`config.mk`:
```
export PLATFORM = sky130hd
export DESIGN_NAME = wb_serializer_tx_sched_flat
export DESIGN_NICKNAME = d
export VERILOG_FILES = /design/src/rtl/wb_serializer_pkg.sv /design/src/rtl/wb_serializer_tx_sched_if.sv /design/src/rtl/wb_serializer_tx_sched_rr_arbiter.sv /design/src/rtl/wb_serializer_tx_sched.sv /design/src/flat_wrapper.sv
export SDC_FILE = /design/constraint.sdc
export NUM_CORES = 1
export LEC_CHECK = 0
export BUFFER_PORTS_ARGS = -buffer_cell sky130_fd_sc_hd__buf_2
export CELL_PAD_IN_SITES_DETAIL_PLACEMENT = 1
export CELL_PAD_IN_SITES_GLOBAL_PLACEMENT = 2
export CORE_MARGIN = 2
export CORE_UTILIZATION = 34
export CTS_BUF_LIST = sky130_fd_sc_hd__clkbuf_4 sky130_fd_sc_hd__clkbuf_8
export CTS_CLUSTER_DIAMETER = 100
export DETAILED_ROUTE_END_ITERATION = 8
export GPL_ROUTABILITY_DRIVEN = 0
export GPL_TIMING_DRIVEN = 0
export PLACE_DENSITY_LB_ADDON = 0.12
export SYNTH_ARGS = -nofsm -noshare
export SYNTH_HDL_FRONTEND = slang
export SYNTH_SLANG_ARGS = --single-unit
```
`constraint.sdc`:
```
create_clock -name CLK_I -period 6 [get_ports CLK_I]
set_input_delay 1.2 -clock CLK_I [delete_from_list [all_inputs] [get_ports CLK_I]]
set_output_delay 1.2 -clock CLK_I [all_outputs]
set_load 0.02 [all_outputs]
```
`src/rtl/wb_serializer_pkg.sv`:
```
// Shared constants and types for the serializer Wishbone blocks.
package wb_serializer_pkg;

  localparam logic [31:0] ADR_WRITE = 32'h0000_0004;

  localparam logic [8:0] SOF_K  = 9'h11C;
  localparam logic [8:0] EOF_K  = 9'h1FD;
  localparam logic [8:0] IDLE_K = 9'h1BC;

  typedef enum logic [1:0] {
    TX_IDLE,
    TX_FILL,
    TX_BUS,
    TX_DRAIN
  } tx_sched_state_t;

  typedef enum logic [1:0] {
    PH_PAYLOAD,
    PH_EOF,
    PH_PAD
  } tx_phase_t;

  // Slot 0 is transmitted first and occupies the highest symbol field.
  function automatic logic [31:0] place_sym(input logic [31:0] word,
                                            input logic [1:0]  slot,
                                            input logic [8:0]  sym);
    logic [31:0] w;
    w        = word;
    w[31:27] = '0;
    case (slot)
      2'd0:    w[26:18] = sym;
      2'd1:    w[17:9]  = sym;
      default: w[8:0]   = sym;
    endcase
    return w;
  endfunction

endpackage

```
`src/rtl/wb_serializer_tx_sched_if.sv`:
```
// Requester byte streams plus the Wishbone master bus of the TX scheduler.
interface wb_serializer_tx_sched_if #(
  parameter int unsigned NUM_REQ = 4
);
  logic [NUM_REQ-1:0]   req_valid_i;
  logic [NUM_REQ*8-1:0] req_data_i;
  logic [NUM_REQ-1:0]   req_last_i;
  logic [NUM_REQ-1:0]   req_ready_o;

  logic                 CYC_O;
  logic                 STB_O;
  logic                 WE_O;
  logic [31:0]          ADR_O;
  logic [31:0]          DAT_O;
  logic                 ACK_I;
  logic                 ERR_I;

  modport master (
    input  req_valid_i, req_data_i, req_last_i, ACK_I, ERR_I,
    output req_ready_o, CYC_O, STB_O, WE_O, ADR_O, DAT_O
  );

  modport slave (
    output req_valid_i, req_data_i, req_last_i, ACK_I, ERR_I,
    input  req_ready_o, CYC_O, STB_O, WE_O, ADR_O, DAT_O
  );
endinterface

```
`src/rtl/wb_serializer_tx_sched_rr_arbiter.sv`:
```
// Combinational round-robin pick: first requester at or after ptr_i, with wrap.
module rr_arbiter #(
  parameter  int unsigned NUM_REQ = 4,
  localparam int unsigned IW      = $clog2(NUM_REQ)
) (
  input  logic [NUM_REQ-1:0] req_i,
  input  logic [IW-1:0]      ptr_i,
  output logic [NUM_REQ-1:0] grant_o,
  output logic [IW-1:0]      idx_o
);

  logic          found;
  int unsigned   cand;
  logic [IW-1:0] cand_idx;

  always_comb begin
    grant_o  = '0;
    idx_o    = '0;
    found    = 1'b0;
    cand     = 0;
    cand_idx = '0;
    for (int unsigned k = 0; k < NUM_REQ; k++) begin
      cand     = (32'(ptr_i) + k) % NUM_REQ;
      cand_idx = IW'(cand);
      if (!found && req_i[cand_idx]) begin
        found             = 1'b1;
        grant_o[cand_idx] = 1'b1;
        idx_o             = cand_idx;
      end
    end
  end

endmodule

```
`src/rtl/wb_serializer_tx_sched.sv`:
```
// Frames requester byte streams into 9-bit symbols, packs three per word and
// writes each word to the serializer over Wishbone, one frame owner at a time.
module wb_serializer_tx_sched
  import wb_serializer_pkg::*;
#(
  parameter int unsigned NUM_REQ     = 4,
  parameter int unsigned ACK_TIMEOUT = 4096
) (
  input  logic                     CLK_I,
  input  logic                     RST_I,
  wb_serializer_tx_sched_if.master bus,
  output logic [NUM_REQ-1:0]       grant_o,
  output logic                     busy_o,
  output logic                     frame_done_o,
  output logic                     err_o
);

  localparam int unsigned IW = $clog2(NUM_REQ);
  localparam int unsigned CW = $clog2(ACK_TIMEOUT);
  localparam logic [CW-1:0] CNT_LAST = CW'(ACK_TIMEOUT - 1);

  tx_sched_state_t    state_q, state_d;
  tx_phase_t          phase_q, phase_d;
  logic [1:0]         slot_q, slot_d;
  logic               eof_q, eof_d;
  logic [NUM_REQ-1:0] grant_q, grant_d;
  logic [IW-1:0]      gidx_q, gidx_d;
  logic [IW-1:0]      ptr_q, ptr_d;
  logic [CW-1:0]      cnt_q, cnt_d;
  logic               cyc_q, cyc_d;
  logic [31:0]        dat_q, dat_d;

  logic [NUM_REQ-1:0] arb_grant;
  logic [IW-1:0]      arb_idx;
  logic [IW-1:0]      ptr_next;
  logic               sel_valid;
  logic               sel_last;
  logic [7:0]         sel_data;
  logic [NUM_REQ-1:0] ready;
  logic               place;
  logic [8:0]         sym;
  logic               done_pulse;
  logic               err_pulse;

  rr_arbiter #(
    .NUM_REQ (NUM_REQ)
  ) u_arb (
    .req_i   (bus.req_valid_i),
    .ptr_i   (ptr_q),
    .grant_o (arb_grant),
    .idx_o   (arb_idx)
  );

  assign sel_valid = bus.req_valid_i[gidx_q];
  assign sel_last  = bus.req_last_i[gidx_q];
  assign sel_data  = bus.req_data_i[{gidx_q, 3'b000} +: 8];
  assign ptr_next  = (gidx_q == IW'(NUM_REQ - 1)) ? '0 : gidx_q + IW'(1);

  always_comb begin
    state_d    = state_q;
    phase_d    = phase_q;
    slot_d     = slot_q;
    eof_d      = eof_q;
    grant_d    = grant_q;
    gidx_d     = gidx_q;
    ptr_d      = ptr_q;
    cnt_d      = cnt_q;
    cyc_d      = cyc_q;
    dat_d      = dat_q;
    ready      = '0;
    place      = 1'b0;
    sym        = '0;
    done_pulse = 1'b0;
    err_pulse  = 1'b0;

    case (state_q)
      TX_IDLE: begin
        if (|bus.req_valid_i) begin
          grant_d = arb_grant;
          gidx_d  = arb_idx;
          dat_d   = place_sym(dat_q, 2'd0, SOF_K);
          phase_d = PH_PAYLOAD;
          eof_d   = 1'b0;
          slot_d  = 2'd1;
          state_d = TX_FILL;
        end
      end

      TX_FILL: begin
        case (phase_q)
          PH_PAYLOAD: begin
            ready[gidx_q] = 1'b1;
            if (sel_valid) begin
              place = 1'b1;
              sym   = {1'b0, sel_data};
              if (sel_last) phase_d = PH_EOF;
            end
          end
          PH_EOF: begin
            place   = 1'b1;
            sym     = EOF_K;
            eof_d   = 1'b1;
            phase_d = PH_PAD;
          end
          default: begin
            place = 1'b1;
            sym   = IDLE_K;
          end
        endcase
        if (place) begin
          dat_d = place_sym(dat_q, slot_q, sym);
          if (slot_q == 2'd2) begin
            cyc_d   = 1'b1;
            cnt_d   = '0;
            state_d = TX_BUS;
          end else begin
            slot_d = slot_q + 2'd1;
          end
        end
      end

      TX_BUS: begin
        // Error and timeout take priority over a simultaneous ACK.
        if (bus.ERR_I || (cnt_q == CNT_LAST)) begin
          err_pulse = 1'b1;
          cyc_d     = 1'b0;
          if (eof_q) begin
            ptr_d   = ptr_next;
            grant_d = '0;
            state_d = TX_IDLE;
          end else begin
            state_d = TX_DRAIN;
          end
        end else if (bus.ACK_I) begin
          cyc_d = 1'b0;
          if (eof_q) begin
            done_pulse = 1'b1;
            ptr_d      = ptr_next;
            grant_d    = '0;
            state_d    = TX_IDLE;
          end else begin
            slot_d  = 2'd0;
            state_d = TX_FILL;
          end
        end else begin
          cnt_d = cnt_q + CW'(1);
        end
      end

      TX_DRAIN: begin
        ready[gidx_q] = 1'b1;
        if (sel_valid && sel_last) begin
          ptr_d   = ptr_next;
          grant_d = '0;
          state_d = TX_IDLE;
        end
      end

      default: state_d = TX_IDLE;
    endcase
  end

  always_ff @(posedge CLK_I or posedge RST_I) begin
    if (RST_I) begin
      state_q <= TX_IDLE;
      phase_q <= PH_PAYLOAD;
      slot_q  <= '0;
      eof_q   <= 1'b0;
      grant_q <= '0;
      gidx_q  <= '0;
      ptr_q   <= '0;
      cnt_q   <= '0;
      cyc_q   <= 1'b0;
      dat_q   <= '0;
    end else begin
      state_q <= state_d;
      phase_q <= phase_d;
      slot_q  <= slot_d;
      eof_q   <= eof_d;
      grant_q <= grant_d;
      gidx_q  <= gidx_d;
      ptr_q   <= ptr_d;
      cnt_q   <= cnt_d;
      cyc_q   <= cyc_d;
      dat_q   <= dat_d;
    end
  end

  assign bus.req_ready_o = ready;
  assign bus.CYC_O       = cyc_q;
  assign bus.STB_O       = cyc_q;
  assign bus.WE_O        = cyc_q;
  assign bus.ADR_O       = ADR_WRITE;
  assign bus.DAT_O       = dat_q;

  assign grant_o      = grant_q;
  assign busy_o       = (state_q != TX_IDLE);
  assign frame_done_o = done_pulse;
  assign err_o        = err_pulse;

endmodule

```
`src/flat_wrapper.sv`:
```
// flat-port wrapper written by rule: the top's interface ports become plain ports
module wb_serializer_tx_sched_flat import wb_serializer_pkg::*;
#(
  parameter int unsigned NUM_REQ     = 4,
  parameter int unsigned ACK_TIMEOUT = 4096
)
  (CLK_I, RST_I, grant_o, busy_o, frame_done_o, err_o, bus_req_valid_i, bus_req_data_i, bus_req_last_i, bus_ACK_I, bus_ERR_I, bus_req_ready_o, bus_CYC_O, bus_STB_O, bus_WE_O, bus_ADR_O, bus_DAT_O);
  wb_serializer_tx_sched_if #(.NUM_REQ(NUM_REQ)) bus_i ();
  input  logic CLK_I;
  input  logic RST_I;
  output logic [NUM_REQ-1:0] grant_o;
  output logic busy_o;
  output logic frame_done_o;
  output logic err_o;
  input wire logic [$bits(bus_i.req_valid_i)-1:0] bus_req_valid_i;
  input wire logic [$bits(bus_i.req_data_i)-1:0] bus_req_data_i;
  input wire logic [$bits(bus_i.req_last_i)-1:0] bus_req_last_i;
  input wire logic [$bits(bus_i.ACK_I)-1:0] bus_ACK_I;
  input wire logic [$bits(bus_i.ERR_I)-1:0] bus_ERR_I;
  output wire logic [$bits(bus_i.req_ready_o)-1:0] bus_req_ready_o;
  output wire logic [$bits(bus_i.CYC_O)-1:0] bus_CYC_O;
  output wire logic [$bits(bus_i.STB_O)-1:0] bus_STB_O;
  output wire logic [$bits(bus_i.WE_O)-1:0] bus_WE_O;
  output wire logic [$bits(bus_i.ADR_O)-1:0] bus_ADR_O;
  output wire logic [$bits(bus_i.DAT_O)-1:0] bus_DAT_O;
  assign bus_i.req_valid_i = bus_req_valid_i;
  assign bus_i.req_data_i = bus_req_data_i;
  assign bus_i.req_last_i = bus_req_last_i;
  assign bus_i.ACK_I = bus_ACK_I;
  assign bus_i.ERR_I = bus_ERR_I;
  assign bus_req_ready_o = bus_i.req_ready_o;
  assign bus_CYC_O = bus_i.CYC_O;
  assign bus_STB_O = bus_i.STB_O;
  assign bus_WE_O = bus_i.WE_O;
  assign bus_ADR_O = bus_i.ADR_O;
  assign bus_DAT_O = bus_i.DAT_O;
  wb_serializer_tx_sched #(.NUM_REQ(NUM_REQ), .ACK_TIMEOUT(ACK_TIMEOUT)) u_core (.CLK_I(CLK_I), .RST_I(RST_I), .bus(bus_i), .grant_o(grant_o), .busy_o(busy_o), .frame_done_o(frame_done_o), .err_o(err_o));
endmodule
```
Word-level counts from Yosys, hierarchy flattened. Index checks and enable logic that the tools add are counted.

Add/sub/neg operators: 6. Order comparisons: 10. Equality and inequality tests: 23. Shift operators: 1. Mux-type cells: 97. Bitwise logic cells: 5. Reduce and logical (&&, ||, !) cells: 37.

Operator list (count): two-way mux 32 bit (2); one-hot mux 32 bit (2 select lines) (1); two-way mux 12 bit (4); two-way mux 2 bit (24); two-way mux 4 bit (10); variable part select 32 x 6 -> 8 bit (1); two-way mux 1 bit (30); two-way mux 9 bit (3); one-hot mux 12 bit (2 select lines) (1); AND reduction 4 bit (5); one-hot mux 9 bit (2 select lines) (1); < comparator 2 x 3 -> 1 bit, second input constant (5); AND reduction 5 bit (3); inequality test 2 bit, second input constant (7); adder 12 x 1 -> 12 bit, second input constant (1); binary-select mux 1 bit (select 2 bit) (6); == test 12 bit, second input constant (1); OR 4 bit (3); one-hot mux 2 bit (2 select lines) (3); one-hot mux 4 bit (3 select lines) (1); demux 1 bit (select 2 bit) (5); greater-or-equal comparator 2 x 1 -> 1 bit, second input constant (5); logical AND 1 bit (9); inequality test 3 x 2 -> 1 bit, second input constant (3); other kinds (22) (45).

Flip-flop bits (word level): 60. Input bits: 44. Output and inout port bits: 78. Word-level logic and storage cells: 192.

Longest topological paths before layout. Gate-level depths: netlist (run 1).

Depth in word-level cells: 14. Depth in mapped cells: 9. Depth with buffers taken out: 7.

Cells and area by module. A second synthesis (run 1) with hierarchy kept.

Cells, all modules: 418. Area, all modules: 3900.0 um^2.

By module, submodules not included: wb_serializer_tx_sched (instances 1, cells an instance 372, area each 3480.8 um^2); rr_arbiter (instances 1, cells an instance 46, area each 419.2 um^2).

Least setup slack after synthesis (run 1). No wires, ideal clock.

Path type: input to output. Start point: input bus_ERR_I. End point: output frame_done_o. Data arrival time: 1786 ps. Data required time: 4800 ps. Path slack: 3014 ps. Stages: 2. Path buffers: 0. Path through: a41oi_1 and4_1.

Word-level cells in the longest chain between the ends: 3.

Ends and longest elaborated chain: start: declaration (line flat_wrapper.sv:19) `input wire logic [$bits(bus_i.ERR_I)-1:0] bus_ERR_I;`; logical OR 1 bit (line wb_serializer_tx_sched.sv:124) `if (bus.ERR_I || (cnt_q == CNT_LAST)) begin`; two-way mux 1 bit (line wb_serializer_tx_sched.sv:124); two-way mux 1 bit (line wb_serializer_tx_sched.sv:76) `case (state_q)`; end: declaration (line flat_wrapper.sv:13) `output logic frame_done_o;`.

No other way between the ends.

Final worst setup path (run 1).
Start point: register u_core.state_q[1]. End point: output bus_req_ready_o[3].

Word-level cells in the longest chain between the ends: 2.

Ends and longest elaborated chain: start: declaration (line wb_serializer_tx_sched.sv:22) `tx_sched_state_t state_q, state_d;`; start signal: assignment (line wb_serializer_tx_sched.sv:176) `state_q <= state_d;`; == test 2 bit or == test 2 x 1 -> 1 bit (tied branches) (line wb_serializer_tx_sched.sv:76); one-hot mux 4 bit (2 select lines) (*) (line wb_serializer_tx_sched.sv:76); end: declaration (line flat_wrapper.sv:20) `output wire logic [$bits(bus_i.req_ready_o)-1:0] bus_req_ready_o;`.

Mark *: on every way between the ends. The rest lies on a longest branch, timed or not.

==> impl_metrics.tcl, run 1 <==
set metrics [dict create \
    status "finished with violations" \
    violations "design-rule violations" \
    relSlewSlack 0.348 \
    synth_top_area_share 0.341 \
    cp_max_fo 10 \
    post_cts_buffers 0 \
    fin_nets 638 \
    timing.final.ws_setup_ns 2.37 \
    r2r_cells 8 \
    use_met2 0.338 \
    power_density_mw_per_mm2 477 \
    leakage_nw 2.40 \
    holdBufCountCts 0 \
    cts_tree "built" \
    cts_root_buf "clkbuf_8" \
    antenna_found_initial 0 \
    setup_viol 0 \
    postSynthAreaPerCell_um2 9.02 \
    netlist_instances 447 \
    cp.arrival_ns 2.43 \
    clockBufferDepth 2 \
    maxCapViolCount 0 \
    die_area_mm2 0.0127 \
    dp_hpwl_um 9250 \
    syn-cell-area_mm2 0.00403 \
    switchingPower_w 0.00119 \
    numCtsBuffers 5 \
    synth-seq-area-share 0.341 \
    hold_end "u_core.bus.DAT_O[7]" \
    cts.clk_slew.worst_paths_ns 0.12 \
    h-tree-depth 2 \
    drive_gt1_frac 0.301 \
    fmax_mhz 275 \
    hold_path_depth 2 \
    hold_start "u_core.bus.DAT_O[7]" \
    grt.met3_usage 0.0230 \
    dp_slack_ns 2.39 \
    synth_common_cells "nand2_1, dfrtp_1, o21ai_0, buf_4, ha_1" \
    tns_ns 0 \
    r2r-end "u_core.gidx_q[1]" \
    via_per_inst 5.15 \
    wl_per_cell_um 16.5 \
    antenna_left 0 \
    required_ns 4.80 \
    ys_top_cells_by_area "dfrtp_1, buf_4, mux4_2" \
    final_max_slew_viol_count 0 \
    place.port_buffers 84 \
    combPwrFrac 0.630 \
    start_util 0.350 \
    drc_errors 3 \
    grt_pass1_vias 3834 \
    clkLatencyLatePin_ns 0.33 \
    firstDrtPassIters 6 \
    synth_warnings 0 \
    cts.repair.resized 0 \
    clkSinkCount 55 \
    hold_path_class "flop to flop" \
    hold_viol 0 \
    synth.most_common_cell "nand2_1" \
    synth_cell_types 64 \
    via_count 3697 \
    tightest_slew_ns 0.970 \
    swShare 0.509 \
    grt_max_degree 37 \
    synth-edff-count 0 \
    fp-row-count 39 \
    fin_worst_skew_ns 0.0113 \
    cp-start-kind "flop" \
    io_pins 122 \
    vdd_drop_max_mv 0.177 \
    p_int_w 0.00115 \
    fillCellCount 1408 \
    clockPowerShare 0.099 \
    stdcell_count 718 \
    finalWirelength_um 11800 \
    gr-total-overflow 0 \
    grt_use_met1 0.257 \
    cp-end-kind "output port" \
    period_share 0.606 \
    die_w_um 113 \
    dp.cells 710 \
    r2r_start "u_core.ptr_q[0]" \
    p_seq_frac 0.272 \
    busiest_layer "met2" \
    die_y_um 113 \
    grt_setup_unrepaired "no" \
    cp_slowest_cell "nor3b_1" \
    criticalPathCategory "flop to output port" \
    dpl-instance-area_mm2 0.00479 \
    core_area_mm2 0.0115 \
    drt_iter0_drc 164 \
    max_stage_delay_ns 0.46 \
    yosys.area.top_type "dfrtp_1" \
    grt.total_usage 0.193 \
    ys_ff_latch 55 \
    period_minus_slack_ns 3.63 \
    antennaDiodeCount 0 \
    async_reset_ff_frac 1.00 \
    area_growth_pct 21.2 \
    synth_flop_cell "dfrtp_1" \
    grt_first_pass_wirelength_um 19900 \
    rrSetupSlack_ns 2.40 \
    path_cells "inv_1 > ha_1 > clkbuf_1 > nor3b_1 > nor2_1 > nor2b_1 > buf_2" \
    finalInstanceArea_mm2 0.00489 \
]
[cells in the final DEF, fill, tap and decap left out, types with 5 or more instances in the layout]
cell and instances:
and3_1 5, conb_1 37, o21ai_0 52, a22o_1 6, dfrtp_1 55, o31ai_1 7
buf_4 39, a21oi_1 9, mux4_2 12, nand2_1 69, clkbuf_8 9, clkbuf_1 14
nor2_1 16, inv_1 16, ha_1 20, nand2b_1 6, nand3_1 18, nor2b_1 7
nor3_1 6, buf_2 89
[how the worst max path moves through the flow]
stage | from | to | slack, ns | depth (start not counted)
6_report | u_core.state_q[1] | bus_req_ready_o[3] | 2.37 | 7
4_1_cts | u_core.ptr_q[0] | u_core.gidx_q[1] | 2.34 | 8
3_5_place_dp | u_core.ptr_q[0] | u_core.gidx_q[1] | 2.39 | 8
3_3_place_gp | u_core.ptr_q[0] | u_core.gidx_q[1] | 2.39 | 8
2_1_floorplan | bus_ERR_I | frame_done_o | 3.01 | 2
5_1_grt | u_core.ptr_q[0] | u_core.gidx_q[1] | 2.07 | 8
[area by class of cell]
cell class / count / area [um^2] / area share
buffer: 64 / 440 / 0.0901
clock buffer: 5 / 68.8 / 0.0141
clock inverter: 3 / 26.3 / 0.00538
inverter: 17 / 63.8 / 0.0131
multi-input combinational: 346 / 2280 / 0.467
sequential: 55 / 1380 / 0.282
tap: 143 / 179 / 0.0366
timing repair buffer: 85 / 448 / 0.0917
[power groups by stage]
stage	logic, W	registers (W)	clock network (W)
3_5_place_dp	0.00149	0.000641	0
2_1_floorplan	0.000951	0.000718	0
6_report	0.00147	0.000634	0.000230
3_3_place_gp	0.00145	0.000638	0
4_1_cts	0.00149	0.000634	0.000242
5_1_grt	0.00164	0.000656	0.000253
[sequential cells by signal, summed over array words and instances (netlist names)]
name,count
u_core.phase_q,2
u_core.cnt_q,12
u_core.eof_q,1
u_core.bus.DAT_O,27
u_core.slot_q,2
u_core.ptr_q,2
u_core.state_q,2
u_core.grant_o,4
u_core.gidx_q,2
u_core.bus.CYC_O,1
[worst max-delay path, delay by kind of cell, from the launching register on]
family / cells / cell delay, ns
flip-flops: 1 / 0.43
adder cells (fa/ha/maj): 1 / 0.18
buffers and inverters: 3 / 0.69
AND/OR/NAND/NOR: 3 / 0.82
[through the flow]
step / power (W) / hold slack (ns) / util
finish: 0.00233 / 0.482 / 0.424
CTS: 0.00236 / 0.493 / 0.424
floorplan: 0.00167 / 0.480 / -
global placement: 0.00208 / 0.457 / 0.414
detailed placement: 0.00213 / 0.465 / 0.416
global route: 0.00255 / 0.514 / 0.424
[logic make-up after synthesis]
| family | count (synthesis) | share of synthesized area |
|---|---|---|
| DFF | 55 | 0.341 |
| and+or+nand+nor | 159 | 0.203 |
| muxes | 17 | 0.0800 |
| buffers and inverters | 81 | 0.125 |
| AOI/OAI and AO/OA | 113 | 0.187 |
| other | 2 | 0.00186 |
| adders and majority gates | 20 | 0.0621 |
[routing by layer]
layer  up-vias  wire, um
met4         0       117
met5         -         0
met2        68      5960
li1       1787         -
met3         7       367
met1      1835      5390
Power figures use the tool's default switching activity.
==> inputs of run 2 (changes only) <==
CORE_UTILIZATION = 31   (was 34)
clock period = 3.6 ns   (was 6 ns; I/O delays follow)
==> run 2 against run 1 <==
The run now ends clean. Core utilization down 3.6 points. Sequential share of layout area down 0.22 points. Clock-buffer cell count unchanged. Final area up 0.79%. Clock power up 72%. Die area up 9.3%. Global-route usage down 2.0 points. Worst hold slack worse by 0.025 ns. First-iteration DRC count down 23%. Power up 68%. Sequential power up 67%. Worst setup slack worse by 2.0 ns. Critical endpoint is now u_core.gidx_q[1]. Largest power group unchanged.
==> impl_metrics.tcl, run 2 (same netlist as run 1, synthesis figures left out) <==
set metrics [dict create \
    status "finished clean" \
    cp_top_family "buffers and inverters" \
    timing.final.ws_setup_ns 0.326 \
    core_area_mm2 0.0127 \
    drt_iter0_drc 126 \
    fp-row-count 41 \
    antenna_found_initial 0 \
    critPathBufInv 3 \
    switchingPower_w 0.00201 \
    fin_worst_skew_ns 0.00890 \
    die_area_mm2 0.0139 \
    power_density_mw_per_mm2 797 \
    grt_first_pass_wirelength_um 19700 \
    required_ns 3.86 \
    via_per_inst 4.90 \
    relSlewSlack 0.460 \
    clkSinkCount 55 \
    firstDrtPassIters 4 \
    drc_errors 0 \
    cp_slowest_cell "mux4_2" \
    drive_gt1_frac 0.303 \
    criticalPathCategory "flop to flop" \
    dp_slack_ns 0.0670 \
    place.port_buffers 84 \
    cts_root_buf "clkbuf_8" \
    clockPowerShare 0.101 \
    largest_reg_flops 27 \
    fin_nets 638 \
    fmax_mhz 305 \
    swShare 0.511 \
    clockBufferDepth 2 \
    leakage_nw 2.40 \
    cts_tree "built" \
    cp_max_fo 10 \
    io_pins 122 \
    p_seq_frac 0.270 \
    gr-total-overflow 0 \
    combPwrFrac 0.629 \
    max_stage_delay_ns 0.63 \
    grt_setup_unrepaired "no" \
    grt_pass1_vias 3741 \
    p_int_w 0.00192 \
    final_common_cell "buf_2" \
    cp-start-kind "flop" \
    post_cts_buffers 0 \
    maxCapViolCount 0 \
    via_count 3664 \
    fillCellCount 1553 \
    cp-end-kind "flop" \
    final_max_slew_viol_count 0 \
    path_cells "clkbuf_1 > clkbuf_1 > inv_1 > ha_1 > mux4_2 > a211oi_2 > o32ai_1 > a31oi_1" \
    start_util 0.318 \
    wl_per_cell_um 16.1 \
    numCtsBuffers 5 \
    setup_viol 0 \
    tns_ns 0 \
    antenna_left 0 \
    period_share 0.909 \
    dp_hpwl_um 9400 \
    mostFrequentLayoutCells "buf_2, nand2_1, dfrtp_1" \
    grt.total_usage 0.173 \
    hold_viol 0 \
    antennaDiodeCount 0 \
    crit_top_cell "clkbuf_1" \
    cts.clk_slew.worst_paths_ns 0.12 \
    holdBufCountCts 0 \
    die_w_um 118 \
    h-tree-depth 2 \
    period_minus_slack_ns 3.27 \
    clkLatencyLatePin_ns 0.33 \
    finalWirelength_um 12000 \
    grt_max_degree 30 \
    vdd_drop_max_mv 0.319 \
    hold_path_class "primary input to async pin" \
    die_y_um 118 \
    area_growth_pct 22.1 \
    tightest_slew_ns 0.805 \
    cp.arrival_ns 3.53 \
]
-- run 2: cell counts in the layout (fill, tap and decap cells not counted) --
No cell type changed its count.
-- run 2: final timing paths --
check                                           from              endpoint  slack (ns)  cells past startpoint
worst max-delay path                 u_core.ptr_q[0]      u_core.gidx_q[1]        0.33                      8
worst min-delay path                           RST_I  u_core.bus.DAT_O[18]        0.46                      2
worst max register to register       u_core.ptr_q[0]      u_core.gidx_q[1]        0.33                      8
worst min register to register  u_core.bus.DAT_O[24]  u_core.bus.DAT_O[24]        0.49                      2
min in group CLK_I              u_core.bus.DAT_O[24]  u_core.bus.DAT_O[24]        0.49                      2
max in group asynchronous                      RST_I      u_core.gidx_q[0]        2.56                      3
-- run 2: metal layers --
layer,vias up,routed length [um],GRT usage
met5,-,0,0
met4,0,99,0.0339
met3,6,304,0.0223
met2,59,6020,0.299
met1,1816,5630,0.233
li1,1783,-,-
-- run 2: layout make-up --
cell class,instances,area (um^2),share of cell area
multi-input combinational,346,2290,0.465
sequential,55,1380,0.279
timing repair buffer,85,440,0.0894
buffer,64,440,0.0894
tap,172,215,0.0437
clock buffer,5,68.8,0.0140
inverter,17,63.8,0.0130
clock inverter,3,31.3,0.00635
-- run 2: power by group through the flow --
| stage | combinational [W] | clock, W | sequential (W) |
|---|---|---|---|
| after floorplan | 0.00158 | 0 | 0.00120 |
| after global placement | 0.00244 | 0 | 0.00107 |
| after detailed placement | 0.00248 | 0 | 0.00108 |
| after CTS | 0.00249 | 0.000408 | 0.00107 |
| after global routing | 0.00275 | 0.000432 | 0.00110 |
| final | 0.00247 | 0.000396 | 0.00106 |
-- run 2: repair_timing --
| item | CTS | global route |
|---|---|---|
| resized for setup | 0 | 1 |
| setup endpoints to repair | 0 | 5 |
| endpoints found under the hold margin | 0 | 0 |
-- run 2: per-stage QoR --
stage	power, W	hold slack (ns)	util	instance area [um^2]	instances
global placement	0.00350	0.457	0.379	4800	738
global route	0.00428	0.496	0.389	4920	747
finish	0.00393	0.457	0.389	4920	747
CTS	0.00396	0.483	0.388	4920	747
floorplan	0.00278	0.480	-	4160	482
detailed placement	0.00356	0.465	0.380	4820	739
